--- src/rtl/ps2_pkg.sv ---
// Shared PS/2 definitions: receiver state encoding, frame geometry and the
// odd-parity helper used by both the receiver and the host transmitter.
package ps2_pkg;

    typedef enum logic [1:0] {
        IDLE = 2'd0,
        DATA = 2'd1,
        STOP = 2'd2
    } rx_state_t;

    localparam int PS2_DATA_BITS  = 8;
    localparam int PS2_FRAME_BITS = 11;

    // Parity bit that makes the 9-bit {parity, byte} group have odd weight.
    function automatic logic odd_parity(input logic [PS2_DATA_BITS-1:0] data);
        return ~(^data);
    endfunction

endpackage

--- src/rtl/ps2_clk_filter.sv ---
// PS/2 pad conditioning: 2-flop synchronisers on clock and data, a
// FILTER_LEN-deep deglitch filter on the clock, and a falling-edge strobe.
module ps2_clk_filter #(
    parameter int FILTER_LEN = 8
) (
    input  logic clk,
    input  logic reset,
    input  logic ps2c,
    input  logic ps2d,
    output logic ps2d_s,
    output logic fall_edge
);

    logic [1:0]            c_sync;
    logic [1:0]            d_sync;
    logic [FILTER_LEN-1:0] filt_reg;
    logic [FILTER_LEN-1:0] filt_next;
    logic                  f_ps2c_reg;
    logic                  f_ps2c_next;

    // Idle bus level is high, so everything resets to ones.
    always_ff @(posedge clk) begin
        if (reset) begin
            c_sync     <= '1;
            d_sync     <= '1;
            filt_reg   <= '1;
            f_ps2c_reg <= 1'b1;
        end else begin
            c_sync     <= {c_sync[0], ps2c};
            d_sync     <= {d_sync[0], ps2d};
            filt_reg   <= filt_next;
            f_ps2c_reg <= f_ps2c_next;
        end
    end

    // Decide on the shifted-in window so the edge is seen FILTER_LEN cycles
    // after the synchronised level first changes.
    always_comb begin
        filt_next   = {c_sync[1], filt_reg[FILTER_LEN-1:1]};
        f_ps2c_next = f_ps2c_reg;
        if (filt_next == '1)
            f_ps2c_next = 1'b1;
        else if (filt_next == '0)
            f_ps2c_next = 1'b0;
    end

    assign fall_edge = f_ps2c_reg & ~f_ps2c_next;
    assign ps2d_s    = d_sync[1];

endmodule

--- src/rtl/ps2_rx.sv ---
// PS/2 device-to-host receiver: deserialises start, 8 data bits LSB-first,
// odd parity and stop, reporting the byte with parity/framing status pulses.
module ps2_rx
    import ps2_pkg::*;
#(
    parameter int FILTER_LEN = 8,
    parameter int TIMEOUT    = 10000
) (
    input  logic       clk,
    input  logic       reset,
    input  logic       rx_en,
    input  logic       ps2c,
    input  logic       ps2d,
    output logic [7:0] dout,
    output logic       rx_done_tick,
    output logic       parity_err,
    output logic       frame_err,
    output logic       rx_idle
);

    localparam int TW = (TIMEOUT > 1) ? $clog2(TIMEOUT) : 1;
    localparam logic [TW-1:0] TMAX = TW'(TIMEOUT - 1);

    logic ps2d_s;
    logic fall_edge;

    ps2_clk_filter #(.FILTER_LEN(FILTER_LEN)) u_filter (
        .clk       (clk),
        .reset     (reset),
        .ps2c      (ps2c),
        .ps2d      (ps2d),
        .ps2d_s    (ps2d_s),
        .fall_edge (fall_edge)
    );

    rx_state_t                state, state_next;
    logic [3:0]               n, n_next;
    logic [PS2_DATA_BITS:0]   b, b_next;
    logic [TW-1:0]            tcnt, tcnt_next;
    logic [PS2_DATA_BITS-1:0] dout_reg, dout_next;
    logic                     done_reg, done_next;
    logic                     perr_reg, perr_next;
    logic                     ferr_reg, ferr_next;

    always_ff @(posedge clk) begin
        if (reset) begin
            state    <= IDLE;
            n        <= '0;
            b        <= '0;
            tcnt     <= '0;
            dout_reg <= '0;
            done_reg <= 1'b0;
            perr_reg <= 1'b0;
            ferr_reg <= 1'b0;
        end else begin
            state    <= state_next;
            n        <= n_next;
            b        <= b_next;
            tcnt     <= tcnt_next;
            dout_reg <= dout_next;
            done_reg <= done_next;
            perr_reg <= perr_next;
            ferr_reg <= ferr_next;
        end
    end

    always_comb begin
        state_next = state;
        n_next     = n;
        b_next     = b;
        tcnt_next  = tcnt;
        dout_next  = dout_reg;
        done_next  = 1'b0;
        perr_next  = 1'b0;
        ferr_next  = 1'b0;
        case (state)
            IDLE: begin
                if (fall_edge && rx_en && !ps2d_s) begin
                    n_next     = 4'd8;
                    tcnt_next  = '0;
                    state_next = DATA;
                end
            end
            DATA, STOP: begin
                // Aborts take priority over an edge landing on the same cycle.
                if (!rx_en) begin
                    state_next = IDLE;
                end else if (tcnt == TMAX) begin
                    state_next = IDLE;
                    ferr_next  = 1'b1;
                end else if (fall_edge) begin
                    tcnt_next = '0;
                    if (state == DATA) begin
                        b_next = {ps2d_s, b[PS2_DATA_BITS:1]};
                        if (n == 4'd0)
                            state_next = STOP;
                        else
                            n_next = n - 4'd1;
                    end else begin
                        state_next = IDLE;
                        dout_next  = b[PS2_DATA_BITS-1:0];
                        perr_next  = b[PS2_DATA_BITS] != odd_parity(b[PS2_DATA_BITS-1:0]);
                        ferr_next  = ~ps2d_s;
                        done_next  = 1'b1;
                    end
                end else begin
                    tcnt_next = tcnt + 1'b1;
                end
            end
            default: state_next = IDLE;
        endcase
    end

    assign dout         = dout_reg;
    assign rx_done_tick = done_reg;
    assign parity_err   = perr_reg;
    assign frame_err    = ferr_reg;
    assign rx_idle      = (state == IDLE);

endmodule

--- config.mk ---
export PLATFORM = sky130hd
export DESIGN_NAME = ps2_rx
export DESIGN_NICKNAME = d
export VERILOG_FILES = /design/src/rtl/ps2_pkg.sv /design/src/rtl/ps2_clk_filter.sv /design/src/rtl/ps2_rx.sv
export SDC_FILE = /design/constraint.sdc
export NUM_CORES = 1
export LEC_CHECK = 0
export CORE_MARGIN = 2
export CORE_UTILIZATION = 40
export DETAILED_ROUTE_END_ITERATION = 7
export PLACE_DENSITY = 0.66
export SLEW_MARGIN = 20
export SYNTH_ARGS = -nofsm -noshare
export SYNTH_HDL_FRONTEND = slang
export SYNTH_SLANG_ARGS = --single-unit
export TNS_END_PERCENT = 1
--- constraint.sdc ---
create_clock -name clk -period 3.02 [get_ports clk]
set_clock_uncertainty 0.1 [all_clocks]
set_input_delay 0.604 -clock clk [delete_from_list [all_inputs] [get_ports clk]]
set_output_delay 0.604 -clock clk [all_outputs]
set_load 0.01 [all_outputs]
* Word-level counts from Yosys, hierarchy flattened *
Cells that the tools add are included.

word-level totals
  logic and storage cells = 78
  output and inout bits = 12
  register bits after elaboration = 53
  input port bits = 5

operators by class
  equal/unequal tests = 13
  multiplexer cells = 25
  bitwise logic cells = 9
  add/subtract/negate cells = 2
  reduce and logical (&&, ||, !) cells = 17

operators by type and width
  operator                                                            count
  14-bit two-way mux                                                  4
  14-bit case mux with 2 select lines                                 1
  4-bit two-way mux                                                   6
  14-bit by 1-bit adder with 14-bit output, second input constant     1
  14-bit equality test, second input constant                         1
  2-bit two-way mux                                                   6
  2-bit inequality test, second input constant                        5
  5-bit AND reduction                                                 2
  8-bit equality test, second input constant                          1
  8-bit zero test                                                     1
  1-bit NOT                                                           8
  4-bit case mux with 2 select lines                                  1
  8-bit XOR reduction                                                 1
  7-bit AND reduction                                                 1
  1-bit two-way mux                                                   6
  6-bit OR reduction                                                  1
  5-bit inequality test, second input constant                        1
  5-bit OR reduction                                                  1
  4-bit zero test                                                     1
  4-bit inequality test, second input constant                        1
  2-bit case mux with 2 select lines                                  1
  4-bit AND reduction                                                 1
  4-bit by 1-bit subtractor with 4-bit output, second input constant  1
  3-bit AND reduction                                                 1
  11 further kinds                                                    12

* Logic depth before layout (Yosys ltp) *
Gate-level depths: netlist (run 1).

  depth in word-level cells = 9
  depth in mapped cells = 9
  depth with buffers taken out = 7

* Modules after synthesis *
Synthesis (run 1) repeated with hierarchy kept, for this count alone.

unflattened totals
  cell total of the unflattened synthesis = 267
  area total of the unflattened synthesis = 2452.4 um^2

modules (own cells, without submodules)
  module          cells an instance  area an instance (um^2)  times used
  ps2_rx          235                2069.5                   1
  ps2_clk_filter  32                 382.9                    1

* Least setup slack after synthesis (run 1) *
Ideal clock, no wire load.

  path type = reg2reg
  start = register state[0]
  end = register tcnt[10]
  data required time = 2.833 ns
  stages on the path, launching flop included = 9
  setup slack = 0.848 ns
  data arrival time = 1.985 ns
  setup time = 0.087 ns
  period minus slack after synthesis = 2.172 ns
  cells stage by stage = dfxtp_1 inv_1 ha_1 inv_2 o21ai_0 nand4bb_1 buf_2 or4_4 o31ai_1

between the ends
  longest elaborated chain between the ends = 4
  elaborated cells between the ends (all ways) = 10

RTL lines
  element                                                                                RTL line      source
  start, declared                                                                        ps2_rx.sv:36  rx_state_t state, state_next;
  start signal, assigned                                                                 ps2_rx.sv:56  state <= state_next;
  2-bit by 1-bit equality test with 1-bit output or 2-bit equality test (tied branches)  ps2_rx.sv:76  case (state)
  2-bit OR reduction                                                                     ps2_rx.sv:76
  2-bit inequality test (no line) or 2-bit nonzero test (tied branches)                  n/a
  4-bit AND reduction (no line)                                                          n/a
  end signal, assigned                                                                   ps2_rx.sv:59  tcnt <= tcnt_next;
  end, declared                                                                          ps2_rx.sv:39  logic [TW-1:0] tcnt, tcnt_next;

Several ways; a longest one is shown, not always the timed one.
A chain may end at the register's enable or synchronous reset.

* Worst setup path in the final report (run 1) *
  start = register state[0]
  end = register n[3]

between the ends
  longest elaborated chain between the ends = 4
  elaborated cells between the ends (all ways) = 13

RTL lines
  element                                                                                RTL line                    source
  2-bit by 1-bit equality test with 1-bit output or 2-bit equality test (tied branches)  ps2_rx.sv:76, ps2_rx.sv:93
  2-bit OR reduction                                                                     ps2_rx.sv:76
  2-bit inequality test (no line) or 2-bit nonzero test (tied branches)                  n/a
  7-bit AND reduction (no line)                                                          n/a
  end signal, assigned                                                                   ps2_rx.sv:57                n <= n_next;
  end, declared                                                                          ps2_rx.sv:37                logic [3:0] n, n_next;

Several ways; a longest one is shown, not always the timed one.

==> key figures, run 1 <==
Die
  • Row cnt: 28
  • Core area: between 5000 and 6000 um^2
  • DIE HEIGHT: between 80 and 90 um
  • Starting Density: 0.411
  • Die area: about 6700 um^2
  • Number of I/O pins: 17
  • Die X: between 80 and 90 um

Finish
  • P&R area growth vs syn: 12.8%
  • Fin nets: 277
  • Layout cells sized above 1: 0.131
  • Final core utilization: 0.463
  • Most common cell after layout, fill and taps aside: dfxtp_1
  • Fillers: between 500 and 600
  • Max reg flops: 14
  • Most frequent cells in the layout: dfxtp_1, nor2_1, mux2i_1
  • Ant diodes: 0

Power and ir drop
  • Maximum vdd ir drop: 0.236 mV
  • Sequential share of power: 0.605
  • Leakage power: 1.02 nW
  • Sw Ratio: 0.240
  • PwrDens: about 420 nW/um^2
  • Pint: 0.000869 W
  • Clock share of power: 0.374
  • Tot Pwr: roughly 0.0011 W
  • Comb pwr share: 0.022
  • P_sw: 0.000274 W

Worst setup path
  • Reg2reg end: n[3]$_SDFFE_PP0P_
  • Worst setup EP type: register
  • CP Data Required Time: around 3200 ps
  • Worst R2R Start: state[0]$_SDFFE_PP0P_
  • Reg2Reg Setup Slack: 510 ps
  • CP Class: register to register
  • Worst reg2reg path depth: 7
  • Crit path max fanout: 22
  • Critical path arrival: 2640 ps
  • CP Launch Type: register

STA
  • Fin crit share: 0.832
  • Final setup vio count: 0
  • Slew @ Worst Pin: 897 ps
  • Setup_tns: 0 ps
  • Max Fclk: roughly 0.40 GHz
  • Fin crit period: roughly 2500 ps
  • Slew HR: 0.399
  • Slew Viols, Final: 0
  • Final hold viol count: 0
  • RSZ-0062 raised after global routing: false

Drt
  • Initial DRC count: between 100 and 150
  • Drt pass-1 iters: 4
  • Drt wl/cell: around 13 um
  • DR DRC count: 0
  • Vias/cell: 5.39
  • Total Wirelength: 4600 um
  • Vias: roughly 1800
  • Post-DRT Antenna Nets: 0

Synth
  • Xor and xnor area share after synthesis: 0.0290
  • Synth Area in Adders: 0.0311
  • Yosys reg bits: 52
  • Top post-synthesis cells by area: dfxtp_1, mux2i_1, nor2_1
  • Synthesized cell area: 2420 um^2
  • Main combinational cell family by area after synthesis: simple AND/OR/NAND/NOR gates
  • Primary FF master, synth: dfxtp_1
  • Yosys top cell area share: 0.431
  • Multiplexer share of the synthesized area: 0.0787
  • Compound-gate portion of the synthesized area: 0.148
  • Yosys warns: 0
  • Syn_nets: ~260
  • Syn_area_per_cell: between 9 and 10 um^2
  • Async S/R FF share, synth: 0
  • Yosys top cell by area: dfxtp_1
  • EDFF count, synth: 0
  • Cells after synthesis: approximately 250
  • Sequential-to-total area share from yosys stat: 0.431
  • Simple-gate portion of the synthesized area: 0.240
  • Synth cell types: 50

Clock network
  • Clock-pin slew on the worst setup and hold paths: 100 ps
  • CTS sink cnt: 52
  • CTS tree: yes
  • Clock tree buffer depth: 2
  • # Post-CTS Setup Buffers: 0
  • CTS H-tree lvls: 2
  • Post-CTS Hold Fix Bufs: 0
  • Clock Latency Late Sink: around 320 ps
  • Post-CTS Resized: 0
  • Total CTS buffers: 5
  • Root Buffer Master: clkbuf_8

Global route
  • First-pass GRT wire length: ~8000 um
  • Largest net degree at the start of global routing: 41
  • Initial antenna violation count: 0
  • Vias in the first global route: around 1800
  • Tot GR Track Use: 0.154
  • Overflow after GRT: 0

Hold path
  • Hold path depth: 1
  • Min-delay src: u_filter.c_sync[0]$_SDFF_PP1_
  • Min-delay worst type: register to register
  • Hold Path Sink: u_filter.c_sync[1]$_SDFF_PP1_

Run
  • Max Cap Viol: 0

Run status
  • Status: finished clean

Placement
  • DPL Wire Length: approximately 3100 um
  • GPL Wtd Cong: about 0.81
  • Port-buffer cells: 16
-- layer usage --
metal,share of wire,routed length [um],GRT usage
met1,0.50,2280,0.198
met2,0.46,2100,0.245
met3,0.036,166,0.0451
met4,0.012,55,0.0567
met5,0,0,0
-- per-stage QoR --
| stage | cell area (um^2) | hold slack (ps) | std cells | setup slack [ps] |
|---|---|---|---|---|
| finish | 2730 | 318 | 342 | 507 |
| global route | 2730 | 340 | 342 | 311 |
| CTS | 2730 | 322 | 342 | 533 |
| detailed placement | 2630 | 298 | 334 | 394 |
| global placement | 2630 | 291 | 334 | 460 |
| floorplan | 2420 | 289 | 251 | 848 |
-- cell type report --
type                            instances  area [um^2]  area share
Clock inverter                          3         27.5      0.0101
Multi-Input combinational cell        178         1270       0.466
Sequential cell                        52         1040       0.382
Inverter                                9         33.8      0.0124
Clock buffer                            5         68.8      0.0252
Tap cell                               75         93.8      0.0344
Timing Repair Buffer                   20          190      0.0698
-- worst max-delay path: stages, from the launching register on --
cell and delay [ps]:
dfxtp_1 390, inv_1 80, ha_1 450, inv_2 120, o21ai_0 400, o2bb2ai_2 470, nor3_1 110, a311oi_1 300
-- power by group through the flow --
stage | clock network [W] | logic, W | registers [W]
6_report | 0.000427 | 0.0000249 | 0.000691
5_1_grt | 0.000470 | 0.0000274 | 0.000692
4_1_cts | 0.000444 | 0.0000249 | 0.000691
3_5_place_dp | 0 | 0.0000250 | 0.000707
3_3_place_gp | 0 | 0.0000249 | 0.000707
2_1_floorplan | 0 | 0.0000141 | 0.000706
-- Yosys cell counts (8+ instances only) --
| cell | number |
|---|---|
| or2_2 | 11 |
| inv_1 | 8 |
| o211ai_1 | 8 |
| mux2i_1 | 19 |
| nand2_1 | 14 |
| o31ai_1 | 9 |
| nor2_1 | 28 |
| nor3_1 | 9 |
| dfxtp_1 | 52 |
-- cell families (layout without fill, tap and decap cells) --
kind of cell,Yosys count,after routing
compound gates,47,47
xor+xnor,8,8
fa+ha+maj,6,6
buf+inv,21,37
flops,52,52
mux,19,19
simple gates,98,98
-- how the worst max path moves through the flow --
stage                                      from  slack, ps               endpoint
after global placement                    rx_en        460      n[0]$_SDFFE_PP0P_
after CTS                 state[0]$_SDFFE_PP0P_        530      n[3]$_SDFFE_PP0P_
after floorplan           state[0]$_SDFFE_PP0P_        850  tcnt[10]$_SDFFE_PP0P_
after detailed placement                  rx_en        390      n[0]$_SDFFE_PP0P_
final                     state[0]$_SDFFE_PP0P_        510      n[3]$_SDFFE_PP0P_
after global routing      state[0]$_SDFFE_PP0P_        310      n[0]$_SDFFE_PP0P_
Note: power is estimated with default switching activity, not from simulation.
==> run 2: changes to the inputs <==
--- a/config.mk
+++ b/config.mk
@@ -8,7 +8,7 @@
 export CORE_MARGIN = 2
 export CORE_UTILIZATION = 40
 export DETAILED_ROUTE_END_ITERATION = 7
-export PLACE_DENSITY = 0.66
+export PLACE_DENSITY = 0.68
 export SLEW_MARGIN = 20
 export SYNTH_ARGS = -nofsm -noshare
 export SYNTH_HDL_FRONTEND = slang
==> constraint.sdc (replaced) <==
create_clock -name clk -period 2.3 [get_ports clk]
set_clock_uncertainty 0.1 [all_clocks]
set_input_delay 0.46 -clock clk [delete_from_list [all_inputs] [get_ports clk]]
set_output_delay 0.46 -clock clk [all_outputs]
set_load 0.01 [all_outputs]
==> run 2 against run 1 <==
Non-clock buffer count rose by 6; critical path depth stayed put; setup slack got worse by 310 ps; global-route usage fell by 0.16 points; power grew 27%; highest routed layer unchanged; first-iteration DRC count did not move; cell area rose by 2.8%; flip-flop and latch count is the same; die area stayed put; hold slack worse by 5.9 ps; utilization up 1.3 points; combinational power increased by 32%.
==> key figures, run 2 (synthesis results as in run 1) <==
Die
  • Number of I/O pins: 17 (unchanged)
  • Die X: 81.7 um (unchanged)
  • Starting Density: 0.411 (unchanged)
  • Core area: 5890 um^2 (unchanged)
  • Die area: 6680 um^2 (unchanged)
  • DIE HEIGHT: 81.7 um (unchanged)
  • Row cnt: 28 (unchanged)

Finish
  • Post-Layout Cell Count: 348 (+1.8%)
  • Fin nets: 283 (+2.2%)
  • P&R area growth vs syn: 15.9%
  • Layout cells sized above 1: 0.150 (+0.0191)
  • Max reg flops: 14 (unchanged)
  • Most common cell after layout, fill and taps aside: dfxtp_1
  • Ant diodes: 0 (unchanged)
  • Fillers: 581 (+0.17%)
  • Most frequent cells in the layout: dfxtp_1, nor2_1, mux2i_1
  • Final core utilization: 0.476 (+0.0128)

STA
  • Slew Viols, Final: 0 (unchanged)
  • Slew HR: 0.676 (+0.277)
  • Fin crit share: 0.913 (+0.0805)
  • RSZ-0062 raised after global routing: false
  • Worst Setup Slack, final: 201 ps (-306 ps)
  • Min Hold Slack: 312 ps (-5.95 ps)
  • Max Fclk: 0.476 GHz (+20%)
  • Fin crit period: 2100 ps (-414 ps)
  • Slew @ Worst Pin: 483 ps (-414 ps)
  • Final setup vio count: 0 (unchanged)
  • Setup_tns: 0 ps (unchanged)
  • Final hold viol count: 0 (unchanged)

Power and ir drop
  • PwrDens: 519 nW/um^2 (+24%)
  • Leakage power: 1.05 nW (+3.4%)
  • Maximum vdd ir drop: 0.507 mV (+120%)

Clock network
  • CTS sink cnt: 52 (unchanged)
  • Clock-pin slew on the worst setup and hold paths: 100 ps (about the same)
  • Total CTS buffers: 5 (unchanged)
  • CTS tree: yes
  • Clock Latency Late Sink: 300 ps (-20 ps)
  • Root Buffer Master: clkbuf_8
  • Clock tree buffer depth: 2 (unchanged)
  • CTS H-tree lvls: 2 (unchanged)

Drt
  • Post-DRT Antenna Nets: 0 (unchanged)
  • Vias: 1879 (+2.0%)
  • Initial DRC count: 139 (unchanged)
  • DR DRC count: 0 (unchanged)
  • Vias/cell: 5.40 (+0.25%)
  • Drt wl/cell: 13.0 um (-3.1%)
  • Drt pass-1 iters: 4 (unchanged)
  • Total Wirelength: 4540 um (-1.4%)

Placement
  • Placement-stage worst setup slack: -22.6 ps (-417 ps)
  • GPL Wtd Cong: 0.831 (+2.7%)
  • Port-buffer cells: 16 (unchanged)
  • DPL Wire Length: 3160 um (+1.3%)
  • Placed insts: 340 (+1.8%)

Hold path
  • Min-delay worst type: register to register

Global route
  • Overflow after GRT: 0 (unchanged)
  • Largest net degree at the start of global routing: 41 (unchanged)
  • Initial antenna violation count: 0 (unchanged)
  • First-pass GRT wire length: 8120 um (+2.0%)
  • Tot GR Track Use: 0.152 (-0.00160)
  • Vias in the first global route: 1868 (+4.8%)

Run
  • Max Cap Viol: 0 (unchanged)

Worst setup path
  • Worst setup EP type: register
  • CP Data Required Time: 2390 ps (-760 ps)
  • Crit path max fanout: 8 (-64%)
  • CP Class: register to register
  • Critical path arrival: 2190 ps (-450 ps)
  • CP Launch Type: register

Run status
  • Status: finished clean
-- run 2: final timing paths --
path	start	to	slack (ps)	cells past startpoint
setup / recovery	tcnt[0]$_SDFFE_PP0P_	dout[7]$_SDFFE_PP0P_	200	7
hold / removal	u_filter.d_sync[0]$_SDFF_PP1_	u_filter.d_sync[1]$_SDFF_PP1_	310	1
setup reg to reg	tcnt[0]$_SDFFE_PP0P_	dout[7]$_SDFFE_PP0P_	200	7
hold reg to reg	u_filter.d_sync[0]$_SDFF_PP1_	u_filter.d_sync[1]$_SDFF_PP1_	310	1
-- run 2: per-layer routing --
layer  vias to the layer above  global-route usage  part of all wire  routed length (um)
met2                        37               0.257              0.47                2150
met5                         -                   0                 0                   0
li1                        962                   -                 -                   -
met3                         8              0.0341             0.029                 133
met1                       872               0.197              0.49                2210
met4                         0              0.0383             0.010                  46
-- run 2: what timing repair did --
action,CTS,global route
setup endpoints to repair,0,2
setup buffers,0,0
hold buffers,0,0
gates resized for setup,0,1
-- run 2: stage by stage --
stage	total power [W]	cell area (um^2)
floorplan	0.000946	2420
global placement	0.000962	2700
detailed placement	0.000962	2700
CTS	0.00148	2790
global route	0.00151	2800
finish	0.00145	2800
-- run 2: area by class of cell --
class / instances / area, um^2 / area share
multi-input cells: 178 / 1280 / 0.458
repair buffers: 26 / 260 / 0.0929
clock buffers: 6 / 72.6 / 0.0259
inverters: 9 / 33.8 / 0.0121
clock inverters: 2 / 16.3 / 0.00581
well taps: 75 / 93.8 / 0.0335
flip-flops and latches: 52 / 1040 / 0.372
-- run 2: worst max-delay path, cell delays in order (launching register included) --
cell     delay [ps]
dfxtp_1         360
ha_1            250
and3_1          250
a41oi_1         290
buf_4           190
nand3_2         250
mux2i_1         240
nor2_1           60
-- run 2: power by group --
group	internal, W	switching (W)
clock	0.000217	0.000298
sequential	0.000904	0.00000338
combinational	0.0000142	0.0000186
total	0.00114	0.000320
